===== config.mk =====
export PLATFORM = sky130hd
export DESIGN_NAME = div_iter_flat
export DESIGN_NICKNAME = d
export VERILOG_FILES = /design/src/rtl/div_iter_if.sv /design/src/rtl/div_iter.sv /design/src/flat_wrapper.sv
export SDC_FILE = /design/constraint.sdc
export NUM_CORES = 1
export LEC_CHECK = 0
export CORE_AREA = 2 2 191 193
export CTS_BUF_LIST = sky130_fd_sc_hd__clkbuf_16
export CTS_CLUSTER_DIAMETER = 30
export DETAILED_ROUTE_END_ITERATION = 8
export DIE_AREA = 0 0 193 195
export PLACE_DENSITY = 0.81
export SYNTH_ARGS = -nofsm -noshare
export SYNTH_HDL_FRONTEND = slang
export SYNTH_SLANG_ARGS = --single-unit

===== constraint.sdc =====
create_clock -name clk -period 9.8 [get_ports clk]
set_clock_uncertainty 0.05 [all_clocks]
set_input_delay 2.45 -clock clk [delete_from_list [all_inputs] [get_ports clk]]
set_output_delay 2.45 -clock clk [all_outputs]
set_load 0.05 [all_outputs]

===== src/rtl/div_iter_if.sv =====
`default_nettype none
// ============================================================================
// Module   : div_iter_if
// Purpose  : Request/result bundle between the execute stage and div_iter.
// Revision : 1.0 - initial release
// ============================================================================
interface div_iter_if #(
    parameter int XLEN = 64
);
    logic [XLEN-1:0] opr_a_i;
    logic [XLEN-1:0] opr_b_i;
    logic            div_instr_i;
    logic [1:0]      div_func_i;
    logic            word_op_i;
    logic            flush_i;
    logic            kill_i;
    logic [XLEN-1:0] div_res_o;
    logic            valid_res_o;
    logic            div_busy_o;

    modport master (
        output opr_a_i, opr_b_i, div_instr_i, div_func_i, word_op_i, flush_i, kill_i,
        input  div_res_o, valid_res_o, div_busy_o
    );

    modport slave (
        input  opr_a_i, opr_b_i, div_instr_i, div_func_i, word_op_i, flush_i, kill_i,
        output div_res_o, valid_res_o, div_busy_o
    );
endinterface
`default_nettype wire


===== src/rtl/div_iter.sv =====
`default_nettype none
// ============================================================================
// Module   : div_iter
// Purpose  : Iterative radix-2 restoring divider (DIV/DIVU/REM/REMU + word ops).
//            Optional macro DIV_EARLY_OUT_EN: 1-cycle path when |a| < |b|.
// Revision : 1.0 - initial release
// ============================================================================
module div_iter #(
    parameter int XLEN     = 64,
    parameter int WORD_OPS = 1
) (
    input  logic      clk,
    input  logic      reset,
    div_iter_if.slave dif
);

    typedef enum logic [1:0] {
        IDLE = 2'd0,
        CALC = 2'd1,
        DONE = 2'd2
    } state_t;

    localparam int                 c_cnt_w     = $clog2(XLEN);
    localparam logic [c_cnt_w-1:0] c_last_full = c_cnt_w'(XLEN - 1);
    localparam logic [c_cnt_w-1:0] c_last_word = c_cnt_w'(31);
    localparam logic [XLEN-1:0]    c_min_word  = XLEN'(64'h8000_0000);
    localparam logic [XLEN-1:0]    c_min_full  = {1'b1, {(XLEN-1){1'b0}}};

    state_t             r_state;
    state_t             w_state_nxt;
    logic [c_cnt_w-1:0] r_cnt;
    logic [XLEN-1:0]    r_quot;
    logic [XLEN-1:0]    r_rem;
    logic [XLEN-1:0]    r_div;
    logic               r_q_neg;
    logic               r_r_neg;
    logic               r_word;
    logic               r_rem_sel;

    logic               w_abort;
    logic               w_accept;
    logic               w_word;
    logic               w_signed;
    logic               w_a_neg;
    logic               w_b_neg;
    logic               w_b_zero;
    logic               w_ovf;
    logic               w_early;
    logic               w_special;
    logic               w_valid;
    logic [XLEN-1:0]    w_a_ext;
    logic [XLEN-1:0]    w_b_ext;
    logic [XLEN-1:0]    w_a_mag;
    logic [XLEN-1:0]    w_b_mag;
    logic [XLEN:0]      w_shift;
    logic [XLEN:0]      w_diff;
    logic [XLEN-1:0]    w_q_fix;
    logic [XLEN-1:0]    w_r_fix;
    logic [XLEN-1:0]    w_sel;
    logic [XLEN-1:0]    w_res;

    // Operand conditioning: extend word operands, then split into sign + magnitude
    always_comb begin
        w_word   = (WORD_OPS != 0) && dif.word_op_i;
        w_signed = ~dif.div_func_i[0];
        if (w_word) begin
            w_a_ext = w_signed ? XLEN'($signed(dif.opr_a_i[31:0])) : XLEN'(dif.opr_a_i[31:0]);
            w_b_ext = w_signed ? XLEN'($signed(dif.opr_b_i[31:0])) : XLEN'(dif.opr_b_i[31:0]);
        end else begin
            w_a_ext = dif.opr_a_i;
            w_b_ext = dif.opr_b_i;
        end
        w_a_neg  = w_signed && w_a_ext[XLEN-1];
        w_b_neg  = w_signed && w_b_ext[XLEN-1];
        w_a_mag  = w_a_neg ? -w_a_ext : w_a_ext;
        w_b_mag  = w_b_neg ? -w_b_ext : w_b_ext;
        w_b_zero = (w_b_ext == '0);
        w_ovf    = w_a_neg && (w_b_ext == '1) &&
                   (w_a_mag == (w_word ? c_min_word : c_min_full));
`ifdef DIV_EARLY_OUT_EN
        w_early  = !w_b_zero && (w_a_mag < w_b_mag);
`else
        w_early  = 1'b0;
`endif
        w_special = w_b_zero || w_ovf || w_early;
        w_abort   = dif.flush_i || dif.kill_i;
        w_accept  = (r_state == IDLE) && dif.div_instr_i && !w_abort;
    end

    always_comb begin
        w_shift = {r_rem, r_quot[XLEN-1]};
        w_diff  = w_shift - {1'b0, r_div};
        w_q_fix = r_q_neg ? -r_quot : r_quot;
        w_r_fix = r_r_neg ? -r_rem : r_rem;
        w_sel   = r_rem_sel ? w_r_fix : w_q_fix;
        w_res   = r_word ? XLEN'($signed(w_sel[31:0])) : w_sel;
    end

    always_comb begin
        w_state_nxt = r_state;
        w_valid     = 1'b0;
        case (r_state)
            IDLE: if (w_accept) w_state_nxt = w_special ? DONE : CALC;
            CALC: if (r_cnt == '0) w_state_nxt = DONE;
            DONE: begin
                w_state_nxt = IDLE;
                w_valid     = 1'b1;
            end
            default: w_state_nxt = IDLE;
        endcase
        if (w_abort) begin
            w_state_nxt = IDLE;
            w_valid     = 1'b0;
        end
    end

    always_ff @(posedge clk or posedge reset) begin
        if (reset) r_state <= IDLE;
        else       r_state <= w_state_nxt;
    end

    always_ff @(posedge clk or posedge reset) begin
        if (reset) begin
            r_cnt     <= '0;
            r_quot    <= '0;
            r_rem     <= '0;
            r_div     <= '0;
            r_q_neg   <= 1'b0;
            r_r_neg   <= 1'b0;
            r_word    <= 1'b0;
            r_rem_sel <= 1'b0;
        end else if (w_accept) begin
            r_word    <= w_word;
            r_rem_sel <= dif.div_func_i[1];
            r_div     <= w_b_mag;
            r_q_neg   <= w_a_neg ^ w_b_neg;
            r_r_neg   <= w_a_neg;
            r_cnt     <= w_word ? c_last_word : c_last_full;
            r_rem     <= '0;
            // Word dividends are left-aligned so the MSB feeds the shifter first
            r_quot    <= w_word ? (w_a_mag << (XLEN - 32)) : w_a_mag;
            if (w_b_zero) begin
                r_quot  <= '1;
                r_rem   <= w_a_mag;
                r_q_neg <= 1'b0;
            end else if (w_ovf) begin
                r_quot  <= w_a_ext;
                r_q_neg <= 1'b0;
            end else if (w_early) begin
                r_quot  <= '0;
                r_rem   <= w_a_mag;
            end
        end else if (r_state == CALC) begin
            r_rem  <= w_diff[XLEN] ? w_shift[XLEN-1:0] : w_diff[XLEN-1:0];
            r_quot <= {r_quot[XLEN-2:0], ~w_diff[XLEN]};
            r_cnt  <= r_cnt - c_cnt_w'(1);
        end
    end

    assign dif.valid_res_o = w_valid;
    assign dif.div_res_o   = w_valid ? w_res : '0;
    assign dif.div_busy_o  = (r_state != IDLE);

endmodule
`default_nettype wire


===== src/flat_wrapper.sv =====
// flat-port wrapper written by rule: the top's interface ports become plain ports
module div_iter_flat 
#(
    parameter int XLEN     = 64,
    parameter int WORD_OPS = 1
)
  (clk, reset, dif_opr_a_i, dif_opr_b_i, dif_div_instr_i, dif_div_func_i, dif_word_op_i, dif_flush_i, dif_kill_i, dif_div_res_o, dif_valid_res_o, dif_div_busy_o);
  div_iter_if #(.XLEN(XLEN)) dif_i ();
  input  logic clk;
  input  logic reset;
  input wire logic [$bits(dif_i.opr_a_i)-1:0] dif_opr_a_i;
  input wire logic [$bits(dif_i.opr_b_i)-1:0] dif_opr_b_i;
  input wire logic [$bits(dif_i.div_instr_i)-1:0] dif_div_instr_i;
  input wire logic [$bits(dif_i.div_func_i)-1:0] dif_div_func_i;
  input wire logic [$bits(dif_i.word_op_i)-1:0] dif_word_op_i;
  input wire logic [$bits(dif_i.flush_i)-1:0] dif_flush_i;
  input wire logic [$bits(dif_i.kill_i)-1:0] dif_kill_i;
  output wire logic [$bits(dif_i.div_res_o)-1:0] dif_div_res_o;
  output wire logic [$bits(dif_i.valid_res_o)-1:0] dif_valid_res_o;
  output wire logic [$bits(dif_i.div_busy_o)-1:0] dif_div_busy_o;
  assign dif_i.opr_a_i = dif_opr_a_i;
  assign dif_i.opr_b_i = dif_opr_b_i;
  assign dif_i.div_instr_i = dif_div_instr_i;
  assign dif_i.div_func_i = dif_div_func_i;
  assign dif_i.word_op_i = dif_word_op_i;
  assign dif_i.flush_i = dif_flush_i;
  assign dif_i.kill_i = dif_kill_i;
  assign dif_div_res_o = dif_i.div_res_o;
  assign dif_valid_res_o = dif_i.valid_res_o;
  assign dif_div_busy_o = dif_i.div_busy_o;
  div_iter #(.XLEN(XLEN), .WORD_OPS(WORD_OPS)) u_core (.clk(clk), .reset(reset), .dif(dif_i));
endmodule

Word-level counts from Yosys, hierarchy flattened
Cells that the tools add are included.
{ "word_totals": {"latch_bits": 0, "inputBits": 136, "reg_bits": 204, "wordCells": 72, "romBits": 0, "n_memories": 0, "mem_bits_rw": 0, "out_inout_bits": 66} }
{ "op_classes": {"n_lt_le_gt_ge": 0, "n_bitwise": 3, "n_shift": 0, "n_eq_ne": 6, "mul": 0, "n_div": 0, "mux": 33, "n_reduce_logical": 15, "n_addsub": 6} }
{ "ops": {"columns": ["cell", "count"], "rows": [
  ["$mux 64", 21],
  ["$neg 64->64", 4],
  ["$sub 65x64->65", 1],
  ["$eq 64x64->1", 1],
  ["$eq 64x64->1 const B", 1],
  ["$logic_not 64->1", 1],
  ["$mux 6", 3],
  ["$mux 2", 4],
  ["$logic_and 1x1->1", 6],
  ["$logic_not 6->1", 1],
  ["$ne 3x1->1 const B", 2],
  ["$sub 6x1->6 const B", 1],
  ["$mux 1", 4],
  ["$pmux 2 s2", 1],
  ["$reduce_bool 2->1", 2],
  ["$eq 2x1->1 const B", 1],
  ["$eq 2x2->1 const B", 1],
  ["$logic_not 2->1", 1],
  ["$logic_or 1x1->1", 2],
  ["$not 1->1", 2],
  ["$reduce_and 2->1", 1],
  ["$logic_not 1->1", 1],
  ["$xor 1x1->1", 1]
]} }

Longest topological paths before layout
{ "depth": {"depth_word": 11, "mapped_depth": 22, "ltp_nobuf": 18} }

Worst setup path after synthesis
Ideal clock, no wire load.
{ "synth_path": {"path_kind": "reg2out", "from": "register u_core.r_rem[6]", "to": "output dif_div_res_o[62]", "arrival_time_ps": 4812, "path_buffers": 0, "slack_ps": 2488, "stages_incl_launch_ff": 11, "required_time_ps": 7300, "path_cell_list": "dfrtp_1 -> or4_4 -> or4_4 -> nor4b_4 -> nand4_2 -> or4_4 -> or2_4 -> or4_4 -> o21ai_0 -> xor2_1 -> a221oi_1"} }
{ "synth_via": {"elab_chain_cells": 5} }
{ "synth_lines": {"columns": ["element", "line", "text"], "rows": [
  ["start, declared", "div_iter.sv:33", "logic [XLEN-1:0] r_rem;"],
  ["start signal, assigned", "div_iter.sv:144", "r_rem <= w_a_mag;"],
  ["start signal, assigned", "div_iter.sv:151", "r_rem <= w_a_mag;"],
  ["start signal, assigned", "div_iter.sv:154", "r_rem <= w_diff[XLEN] ? w_shift[XLEN-1:0] : w_diff[XLEN-1:0];"],
  ["$neg 64->64", "div_iter.sv:94", "w_r_fix = r_r_neg ? -r_rem : r_rem;"],
  ["$mux 64", "div_iter.sv:94", null],
  ["$mux 64", "div_iter.sv:95", "w_sel = r_rem_sel ? w_r_fix : w_q_fix;"],
  ["$mux 64", "div_iter.sv:96", "w_res = r_word ? XLEN'($signed(w_sel[31:0])) : w_sel;"],
  ["$mux 64", "div_iter.sv:161", "assign dif.div_res_o = w_valid ? w_res : '0;"],
  ["end, declared", "flat_wrapper.sv:18", "output wire logic [$bits(dif_i.div_res_o)-1:0] dif_div_res_o;"]
]} }
No other way between the ends.

Worst setup path after layout
{ "layout_path": {"from": "register u_core.r_quot[6]", "to": "output dif_div_res_o[50]"} }
{ "layout_via": {"elab_chain_cells": 5} }
{ "layout_lines": {"columns": ["element", "line", "text"], "rows": [
  ["start, declared", "div_iter.sv:32", "logic [XLEN-1:0] r_quot;"],
  ["start signal, assigned", "div_iter.sv:141", "r_quot <= w_word ? (w_a_mag << (XLEN - 32)) : w_a_mag;"],
  ["start signal, assigned", "div_iter.sv:147", "r_quot <= w_a_ext;"],
  ["start signal, assigned", "div_iter.sv:155", "r_quot <= {r_quot[XLEN-2:0], ~w_diff[XLEN]};"],
  ["$neg 64->64", "div_iter.sv:93", "w_q_fix = r_q_neg ? -r_quot : r_quot;"],
  ["$mux 64", "div_iter.sv:93", null],
  ["$mux 64", "div_iter.sv:95", null],
  ["$mux 64", "div_iter.sv:96", null],
  ["$mux 64", "div_iter.sv:161", null]
]} }
No other way between the ends.

==> impl_metrics.json <==
{
  "coreArea_mm2": 0.0354,
  "dp_slack_ps": 1630,
  "path_cells": "or4_1 -> or3_1 -> nor2_1 -> nand4_1 -> or4_1 -> or4_1 -> or4_1 -> o21ai_0 -> xor2_1 -> a221oi_1 -> clkdlybuf4s50_1",
  "pin_count": 202,
  "grt_start_max_net_pins": 124,
  "synth_edf_count": 0,
  "timing.hold.ws_ps": 427,
  "cts_root_buffer": "clkbuf_16",
  "fmax_mhz": 118,
  "synthFlopType": "dfrtp_1",
  "synthTopCellsByArea": "dfrtp_1, a21oi_1, xnor2_1",
  "r2r_cells": 14,
  "cp.required_ps": 7300,
  "power.density_mw_per_mm2": 285,
  "grt_pass1_vias": 22700,
  "cp_slowest_cell": "clkdlybuf4s50_1",
  "cts_setup_buffers": 0,
  "maxCapViolCount": 0,
  "crit_path_max_fanout": 7,
  "fin_setup_tns_ps": 0,
  "synth.distinct_cells": 87,
  "clk_pin_slew_worst_paths_ps": 50,
  "syn-mean-instance-area_um2": 7.30,
  "grt_overflow": 0,
  "synth_seq_cells": 204,
  "leakagePower_nw": 10.1,
  "grt_pass1_wl_um": 127000,
  "peakVddDrop_mv": 0.220,
  "cts_buffers": 55,
  "critPathMaxStageDelay_ps": 870,
  "drive_gt1_share_pct": 5.60,
  "dpl_cell_area_mm2": 0.0232,
  "setup_slack_ps": 1350,
  "die_area_mm2": 0.0376,
  "start_kind": "flip-flop",
  "critical_path.most_common_cell": "or4_1",
  "dp_hpwl_um": 61300,
  "cts_hold_buf": 0,
  "wl_um": 82900,
  "portBuffers": 201,
  "rr_endpoint": "u_core.r_quot[0]",
  "yosys_warnings": 0,
  "drt_iter0_drc": 3286,
  "slew_headroom_pct": 10.1,
  "fin_area_mm2": 0.0252,
  "rsz0062_at_grt": "false",
  "crit_start": "u_core.r_quot[6]",
  "diodes": 0,
  "cts_tree": "done",
  "nets": 3200,
  "reg2reg_slack_ps": 4160,
  "crit_end": "dif_div_res_o[50]",
  "drc": 3,
  "worst_ep_arrival_time_ps": 5950,
  "period_share_pct": 86.3,
  "wl_per_cell_um": 23.7,
  "worstReg2RegStart": "u_core.r_rem[0]",
  "ctsHtreeMaxLevel": 2,
  "synth.top_cell.area_share_pct": 24.2,
  "critical_path_class": "reg -> out",
  "yosys.area.top_type": "dfrtp_1",
  "status": "complete, but fails checks",
  "worstMarginPinSlew_ps": 1350,
  "clock_path_buffers": 3,
  "cts.sinks": 204,
  "worstSetupEndpointType": "primary output",
  "clk_latency_ps": 620,
  "syn-num-nets": 3107,
  "syn_area_mm2": 0.0211,
  "period_minus_slack_ps": 8450,
  "cts_resized": 0,
  "viasPerCell": 6.89,
  "grt_use_total_pct": 43.1,
  "area_delta_synth_final_pct": 19.1,
  "yosysSeqAreaShare_pct": 24.2,
  "antenna_found_initial": 1,
  "antenna_left": 0,
  "num_rows": 69,
  "initial_core_util_pct": 59.7,
  "syn_inst": 2897,
  "vias": 24100,
  "die_h_um": 195,
  "die_w_um": 193,
  "hold_viol_final": 0,
  "routabilityCongestion": 1.04,
  "hold_class": "reg -> reg",
  "violations": "DRC",
  "async_flop_share_pct": 100,
  "slew_viol_final": 0,
  "first_pass_iters": 9,
  "setup_violations": 0
}
## worst min path at each step
| stage | depth (start not counted) | start | to | slack (ps) |
|---|---|---|---|---|
| floorplan | 2 | u_core.r_div[39] | u_core.r_div[39] | 400 |
| global placement | 2 | u_core.r_div[39] | u_core.r_div[39] | 420 |
| detailed placement | 2 | u_core.r_div[2] | u_core.r_div[2] | 420 |
| CTS | 2 | u_core.r_div[2] | u_core.r_div[2] | 430 |
| global route | 2 | u_core.r_div[24] | u_core.r_div[24] | 470 |
| finish | 2 | u_core.r_div[2] | u_core.r_div[2] | 430 |
## layout by cell type, fill, tap and decap left out, types with 17 or more instances in the layout
| cell type | Yosys | final |
|---|---|---|
| ha_1 | 73 | 73 |
| xor2_1 | 146 | 146 |
| nor4_1 | 33 | 33 |
| a22oi_1 | 17 | 17 |
| or3_1 | 36 | 36 |
| clkbuf_16 | 0 | 55 |
| a21o_1 | 45 | 45 |
| o21ai_0 | 262 | 262 |
| a31oi_1 | 42 | 42 |
| or4_1 | 31 | 31 |
| mux2i_1 | 22 | 22 |
| nor2_1 | 256 | 254 |
| dfrtp_1 | 204 | 203 |
| nand2_1 | 316 | 316 |
| o31ai_1 | 70 | 70 |
| buf_4 | 1 | 29 |
| a211oi_1 | 63 | 62 |
| a21oi_1 | 322 | 320 |
| o41ai_1 | 28 | 28 |
| nand3_1 | 40 | 39 |
| nand2b_1 | 19 | 18 |
| a21boi_0 | 20 | 20 |
| inv_1 | 136 | 136 |
| nor3_1 | 55 | 55 |
| xnor2_1 | 157 | 157 |
| nand4_1 | 43 | 43 |
| o21bai_1 | 17 | 17 |
| o21a_1 | 30 | 30 |
| a221oi_1 | 21 | 21 |
| clkdlybuf4s50_1 | 0 | 200 |
## cells by family after synthesis
family	synth area share [%]
compound gates	30.9
simple gates	20.7
mux	1.20
xor+xnor	12.6
fa+ha+maj	4.42
flops	24.2
buf+inv	6.06
## per-layer routing
layer | vias up | GRT usage (%) | wire (um)
li1 | 10700 | - | -
met1 | 11400 | 53.9 | 31300
met4 | 2 | 27.1 | 5960
met3 | 379 | 10.9 | 8760
met2 | 1588 | 66.2 | 36900
met5 | - | 0 | 8
## stage by stage
step	cells	util (%)	total power, W
2_1_floorplan	2897	-	0.00408
3_3_place_gp	3394	65.6	0.00505
3_5_place_dp	3394	65.6	0.00512
4_1_cts	3498	71.1	0.00703
5_1_grt	3498	71.1	0.00756
6_report	3498	71.1	0.00717
## final cells by class
| cell class | instances | area (um2) |
|---|---|---|
| inverters | 136 | 518 |
| multi-input cells | 2364 | 14800 |
| well taps | 461 | 577 |
| flip-flops and latches | 204 | 5110 |
| clock buffers | 55 | 1380 |
| clock inverters | 49 | 567 |
| fillers | 2917 | 10200 |
| repair buffers | 229 | 2220 |
## cells in the mapped netlist (19+ instances only)
library cell  number
a21oi_1          322
nand2_1          316
o21ai_0          262
nor2_1           256
dfrtp_1          204
clkbuf_1         171
xnor2_1          157
xor2_1           146
inv_1            136
ha_1              73
o31ai_1           70
a211oi_1          63
nor3_1            55
a21o_1            45
nand4_1           43
a31oi_1           42
nand3_1           40
or3_1             36
nor4_1            33
or4_1             31
o21a_1            30
o41ai_1           28
mux2i_1           22
a221oi_1          21
a21boi_0          20
nand2b_1          19
## critical path, delay by kind of cell, from the launching register on
family	cells	cell delay (ps)
DFF	1	440
and+or+nand+nor	7	3340
AOI/OAI and AO/OA	2	580
xor gates and xnor gates	1	120
buffers and inverters	1	870
## sequential cells by signal (all words and copies together) (netlist names)
register          flops
u_core.r_div         64
u_core.r_quot        64
u_core.r_rem         64
u_core.r_cnt          6
u_core.r_state        2
u_core.r_q_neg        1
u_core.r_r_neg        1
u_core.r_rem_sel      1
u_core.r_word         1
## report_power, final
group          switching, W  internal, W  total (W)
Clock              0.000599      0.00129    0.00188
Sequential         0.000466      0.00110    0.00156
Combinational       0.00231      0.00142    0.00373
Total               0.00337      0.00380    0.00717
No activity file was read; power rests on OpenSTA's default activity.
